===== config.mk =====
export PLATFORM = sky130hd
export DESIGN_NAME = uart_tx_arbiter
export DESIGN_NICKNAME = d
export VERILOG_FILES = /design/src/rtl/uart_tx_arbiter.sv
export SDC_FILE = /design/constraint.sdc
export NUM_CORES = 1
export LEC_CHECK = 0
export BUFFER_PORTS_ARGS = -buffer_cell sky130_fd_sc_hd__buf_2
export CORE_MARGIN = 10
export CORE_UTILIZATION = 56
export DETAILED_ROUTE_END_ITERATION = 7
export PLACE_DENSITY = 0.78
export REMOVE_ABC_BUFFERS = 1
export SLEW_MARGIN = 20
export SYNTH_ARGS = -nofsm -noshare
export SYNTH_HDL_FRONTEND = slang
export SYNTH_SLANG_ARGS = --single-unit
export TNS_END_PERCENT = 10

===== constraint.sdc =====
create_clock -name clk_12p0 -period 2.61 [get_ports clk_12p0]
set_input_delay 0.1305 -clock clk_12p0 [delete_from_list [all_inputs] [get_ports clk_12p0]]
set_output_delay 0.1305 -clock clk_12p0 [all_outputs]
set_load 0.03 [all_outputs]

===== src/rtl/uart_tx_arbiter.sv =====
// Round-robin arbiter feeding a single 8N1 UART transmitter.
// Three byte requesters share one TX pin; a requester is accepted only while the line is idle.
module uart_tx_arbiter #(
   parameter int CLKS_PER_BIT = 104,
   parameter int NUM_REQ      = 3
) (
   input  logic                   clk_12p0,
   input  logic                   rst_n,
   input  logic [NUM_REQ-1:0]     req_valid,
   input  logic [8*NUM_REQ-1:0]   req_data,
   output logic [NUM_REQ-1:0]     req_ready,
   output logic                   tx,
   output logic                   busy,
   output logic [1:0]             grant_id
);

   typedef enum logic [1:0] {S_IDLE, S_START, S_DATA, S_STOP} state_e;

   localparam logic [15:0] BAUD_LAST = 16'(CLKS_PER_BIT - 1);

   state_e      state_q, state_d;
   logic [15:0] baud_q, baud_d;
   logic [2:0]  bit_q, bit_d;
   logic [7:0]  shift_q, shift_d;
   logic        tx_q, tx_d;
   logic [1:0]  grant_q, grant_d;
   logic [1:0]  ptr_q, ptr_d;

   logic        win_vld;
   logic [1:0]  win_idx;
   logic        baud_tick;

   assign baud_tick = (baud_q == BAUD_LAST);

   // Round-robin search starting at ptr, wrapping modulo NUM_REQ.
   always_comb begin
      logic [2:0] sum;
      win_vld = 1'b0;
      win_idx = '0;
      sum     = '0;
      for (int k = 0; k < NUM_REQ; k++) begin
         sum = {1'b0, ptr_q} + 3'(k);
         if (sum >= 3'(NUM_REQ)) sum = sum - 3'(NUM_REQ);
         if (!win_vld && req_valid[sum[1:0]]) begin
            win_vld = 1'b1;
            win_idx = sum[1:0];
         end
      end
   end

   always_ff @(posedge clk_12p0 or negedge rst_n) begin
      if (!rst_n) begin
         state_q <= S_IDLE;
         baud_q  <= '0;
         bit_q   <= '0;
         shift_q <= '0;
         tx_q    <= 1'b1;
         grant_q <= '0;
         ptr_q   <= '0;
      end else begin
         state_q <= state_d;
         baud_q  <= baud_d;
         bit_q   <= bit_d;
         shift_q <= shift_d;
         tx_q    <= tx_d;
         grant_q <= grant_d;
         ptr_q   <= ptr_d;
      end
   end

   // tx_d is the value the line takes in the next cycle, so the pin is a plain flop output.
   always_comb begin
      state_d = state_q;
      baud_d  = baud_q;
      bit_d   = bit_q;
      shift_d = shift_q;
      tx_d    = tx_q;
      grant_d = grant_q;
      ptr_d   = ptr_q;
      unique case (state_q)
         S_IDLE: begin
            baud_d = '0;
            bit_d  = '0;
            tx_d   = 1'b1;
            if (win_vld) begin
               state_d = S_START;
               shift_d = req_data[{win_idx, 3'b000} +: 8];
               grant_d = win_idx;
               ptr_d   = (win_idx == 2'(NUM_REQ - 1)) ? 2'd0 : win_idx + 2'd1;
               tx_d    = 1'b0;
            end
         end
         S_START: begin
            if (baud_tick) begin
               baud_d  = '0;
               state_d = S_DATA;
               tx_d    = shift_q[0];
            end else begin
               baud_d = baud_q + 16'd1;
            end
         end
         S_DATA: begin
            if (baud_tick) begin
               baud_d = '0;
               if (bit_q == 3'd7) begin
                  state_d = S_STOP;
                  bit_d   = '0;
                  tx_d    = 1'b1;
               end else begin
                  bit_d   = bit_q + 3'd1;
                  shift_d = shift_q >> 1;
                  tx_d    = shift_q[1];
               end
            end else begin
               baud_d = baud_q + 16'd1;
            end
         end
         S_STOP: begin
            if (baud_tick) begin
               baud_d  = '0;
               state_d = S_IDLE;
               tx_d    = 1'b1;
            end else begin
               baud_d = baud_q + 16'd1;
            end
         end
      endcase
   end

   // Accept strobe is qualified with rst_n so it drops the moment reset asserts.
   always_comb begin
      req_ready = '0;
      if (rst_n && state_q == S_IDLE && win_vld) req_ready[win_idx] = 1'b1;
   end

   assign tx       = tx_q;
   assign busy     = (state_q != S_IDLE);
   assign grant_id = grant_q;

endmodule


Word-level counts from Yosys, hierarchy flattened --
Cells that the tools add are included.
Storage, ports and cells: register bits 34, input bits 29, output and inout port bits 7, word-level logic and storage cells 92
Operators by class: add/subtract/negate cells 8, order comparisons 8, equal/unequal tests 12, shift-type cells 1, mux-type cells 40, reduce and logical (&&, ||, !) cells 16
Operator list (number):
- case mux 16 bit (2 select lines) | 1
- two-way mux 2 bit | 12
- two-way mux 8 bit | 3
- variable part select 24 x 6 -> 8 bit | 1
- adder 16 x 1 -> 16 bit (second input constant) | 1
- equality test 16 x 7 -> 1 bit (second input constant) | 1
- two-way mux 16 bit | 1
- case mux 8 bit (2 select lines) | 1
- < comparator 2 x 3 -> 1 bit (second input constant) | 4
- two-way mux 1 bit | 12
- inequality test 2 bit (second input constant) | 6
- two-way mux 3 bit | 3
- case mux 2 bit (4 select lines) | 1
- binary-select mux 1 bit (select 2 bit) | 3
- equality test 2 bit (second input constant) | 3
- greater-or-equal comparator 3 x 2 -> 1 bit (second input constant) | 2
- case mux 3 bit (2 select lines) | 1
- subtractor 2 bit (second input constant) | 3
- logical AND 1 bit | 5
- AND reduction 5 bit | 1
- case mux 1 bit (4 select lines) | 1
- AND reduction 2 bit | 2
- AND reduction 4 bit | 1
- nonzero test 2 bit | 2
- 13 further kinds | 14

Depth between registers and ports, before layout --
depth after elaboration 16, depth in mapped cells 10, depth with buffers taken out 8

Least setup slack after synthesis --
Ideal clock, no wire load.
path kind register to register, from register ptr_q[1], to register shift_q[6], setup time 0.082 ns, arrival 2.195 ns, required time 2.528 ns, path slack 0.333 ns, cell stages (with the launch flop) 11, buffers on the path 2, clock period less this slack 2.277 ns, path through dfrtp_1 > inv_1 > ha_1 > mux2_4 > a222oi_1 > and3_1 > buf_6 > a21o_4 > buf_12 > a22oi_1 > a31oi_1
Between the ends: cells in the longest elaborated chain, start to end 14, elaborated cells between the ends (all ways) 32, classes of those cells add/sub: 5; order compare: 3; eq/ne: 1; shift: 1; mux: 17; reduce/logical: 5
RTL lines:
- from (decl) | line 27 | logic [1:0] ptr_q, ptr_d;
- from (signal assigned) | line 67 | ptr_q <= ptr_d;
- parallel branches: the longest is 14 deep, another holds adder 2 x 1 -> 3 bit
- to (signal assigned) | line 64 | shift_q <= shift_d;
- to (decl) | line 24 | logic [7:0] shift_q, shift_d;
Parallel ways; which one is timed is not known. The select of a mux whose other input is x is not followed. A chain may end at the register's enable or synchronous reset.

Worst setup path in the final report --
from register ptr_q[0], to output port req_ready[2]
Between the ends: cells in the longest elaborated chain, start to end 16, elaborated cells between the ends (all ways) 34, classes of those cells add/sub: 5; order compare: 5; mux: 18; reduce/logical: 6
RTL lines:
- parallel branches: the longest is 15 deep, another holds adder 2 x 1 -> 3 bit
- two-way mux 3 bit (*) | line 133 | if (rst_n && state_q == S_IDLE && win_vld) req_ready[win_idx] = 1'b1;
- to (decl) | line 11 | output logic [NUM_REQ-1:0] req_ready,
Mark *: on every way between the ends. The select of a mux whose other input is x is not followed.

==> results.ini <==
[status]
status = finished, final reports clean

[sta]
worstMarginPinSlew_ps = 509
setup_violations = 0
slew_violations = 0
hold_violations = 0
finalCriticalPeriod_ps = 2510
fin_crit_sh_pct = 96.0
fmax_mhz = 399
fin_skew_ps = 7.59
slew_headroom_pct = 65.8

[setup_path]
worst_r2r_path_depth = 10
end_kind = primary output
start_kind = flip-flop
timing_worst_setup_path_type = reg2out
critPathBufInv = 3
max_stage_delay_ps = 430
path_depth = 8
crit_chain = inv_2 > ha_4 > a22o_1 > buf_4 > a22oi_1 > a21oi_2 > nor3_1 > buf_2
crit_family = compound AO/OA/AOI/OAI gates
arrival_ps = 2370
slowest_stage = dfrtp_1
crit_path_max_fanout = 10
required_ps = 2480

[yosys]
netlist.area_leader.share_pct = 38.0
synthArstFlopShare_pct = 100
synth_edf_count = 0
synth.distinct_cells = 47
synthTopCellsByArea = dfrtp_1, ha_1, nor2_1
ys_seq_elements = 34
avgSynthCellArea_um2 = 9.09
synth_largest_area_cell = dfrtp_1
synthCells = 239
yosysSeqAreaShare_pct = 39.2
synth_flop_cell = dfrtp_1
netlist_area_um2 = 2170
yosys_warnings = 0

[routing]
drtIter0Drc = 57
viasPerCell = 5.70
vias = 1882
drtAntennaViolNets = 0
drcViolationCount = 0
wl_um = 4880
avgRoutedWirePerCell_um = 14.8
first_pass_iters = 5

[floorplanning]
num_io_pins = 36
initial_core_util_pct = 58.5
die_y_um = 82.3
dieArea_um2 = 6770
die_w_um = 82.3
core_um2 = 3720
rows = 22

[layout]
post-route-util_pct = 68.5
area_growth_pct = 17.2
num_antenna_cells = 0
drive_above_1_share_pct = 22.7
fin_nets = 321

[global_routing]
antenna_found_initial = 0
grt_usage_pct = 15.1
grt_pass1_wl_um = 8090
grt_pass1_vias = 1873
grt_remaining_overflow = 0
grt_max_degree = 35

[clock_network]
clk_path_buf_depth = 2
htree_levels = 2
cts.sinks = 34
tritoncts = done
root_buffer = clkbuf_8
cts-buffers-inserted = 5
clkTransAtPathRegs_ps = 70
clk_latency_ps = 290

[power]
fin_total_pwr_w = 0.00265
vdd_drop_max_v = 0.000807
leakagePower_nw = 1.19
powerDensity_nw_per_um2 = 1040

[job]
drv_cap = 0

[min_path]
worstHoldPathType = in2reg
whs_path_depth = 3

[place]
dp_hpwl_um = 3560
io_buffers = 35
gp_congestion = 0.855

registers in the layout, indices dropped and copies added (netlist names):
name	count
baud_q	16
bit_q	3
grant_id	2
ptr_q	2
shift_q	8
state_q	2
tx	1
layout make-up:
type                            instances  area, µm²
Clock buffer                            7       86.3
Clock inverter                          1       5.00
Multi-Input combinational cell        186       1260
Tap cell                               48       60.1
Timing Repair Buffer                   44        248
Sequential cell                        34        852
Fill cell                             325       1170
Inverter                               10       37.5
worst register-to-register path: stages, from the launching register on:
cell	delay [ps]
dfrtp_1	430
inv_1	110
ha_4	160
mux2_4	300
a222oi_1	340
buf_4	180
nand3_1	150
nand2_4	110
buf_4	180
mux2i_1	230
a31oi_1	100
report_power, final:
group	total, W	internal [W]	switching [W]
clock network	0.000407	0.000213	0.000194
logic	0.00146	0.000601	0.000859
registers	0.000783	0.000670	0.000112
total	0.00265	0.00148	0.00117
logic make-up after synthesis:
logic type / after synthesis / synth area share, %
compound gates: 52 / 16.3
xor+xnor: 14 / 5.65
fa+ha+maj: 11 / 6.34
buf+inv: 19 / 4.38
flops: 34 / 39.2
mux: 12 / 5.93
simple gates: 97 / 22.2
placed cells by master, fill, tap and decap left out, types with 2 or more instances in the layout:
cell | Yosys | routed
a21oi_1 | 12 | 11
a22o_1 | 5 | 5
a22oi_1 | 7 | 7
a31oi_1 | 6 | 6
and2_1 | 3 | 2
and3_1 | 3 | 3
and4_1 | 2 | 2
buf_2 | 0 | 34
buf_4 | 0 | 9
clkbuf_8 | 0 | 6
dfrtp_1 | 33 | 33
ha_1 | 11 | 9
ha_4 | 0 | 2
inv_1 | 10 | 9
mux2_2 | 3 | 3
mux2i_1 | 8 | 8
nand2_1 | 23 | 23
nand2b_1 | 4 | 4
nand3_1 | 15 | 15
nand3b_1 | 2 | 2
nor2_1 | 25 | 25
nor2b_1 | 3 | 3
nor3_1 | 4 | 4
nor4_1 | 2 | 2
o21ai_0 | 9 | 8
or3_1 | 6 | 6
xnor2_1 | 6 | 6
xor2_1 | 8 | 8
final timing paths:
kind / to / slack (ps) / startpoint
worst min-delay path: shift_q[2] / 150 / req_data[2]
max in group asynchronous: tx / 1830 / rst_n
worst max register to register: shift_q[1] / 180 / ptr_q[1]
worst max-delay path: req_ready[2] / 100 / ptr_q[0]
worst min register to register: baud_q[0] / 480 / baud_q[0]
min in group asynchronous: baud_q[11] / 450 / rst_n
cells in the mapped netlist, types with 4 or more instances:
library cell,number
a31oi_1,6
a22oi_1,7
mux2i_1,8
nor3_1,4
nand2b_1,4
nor2_1,25
xor2_1,8
o21ai_0,9
dfrtp_1,33
or3_1,6
xnor2_1,6
nand2_1,23
inv_1,10
a22o_1,5
nand3_1,15
ha_1,11
a21oi_1,12
clkbuf_1,7
per-stage QoR:
| stage | TNS, ps | worst slack [ps] | std cells | area [µm²] | hold slack [ps] |
|---|---|---|---|---|---|
| final | 0 | 105 | 330 | 2540 | 155 |
| after global routing | -1.28 | -1.28 | 330 | 2540 | 163 |
| after CTS | 0 | 58.7 | 328 | 2500 | 155 |
| after detailed placement | 0 | 149 | 318 | 2390 | 234 |
| after global placement | 0 | 216 | 318 | 2390 | 231 |
| after floorplan | 0 | 312 | 230 | 2110 | -165 |
layer usage:
metal  vias up  share of wire (%)  track usage [%]
met2        51                 47             24.6
met4         0                1.5             6.12
li1        936                  -                -
met3        10                4.6             3.67
met1       885                 46             18.6
met5         -                  0                0
what timing repair did:
action,in CTS,in global routing
hold buffers,1,0
pin swaps,1,3
endpoints found under the hold margin,33,0
resized for setup,1,9
buffers inserted,1,2
setup endpoints to repair,2,3
No activity file was read; power rests on OpenSTA's default activity.
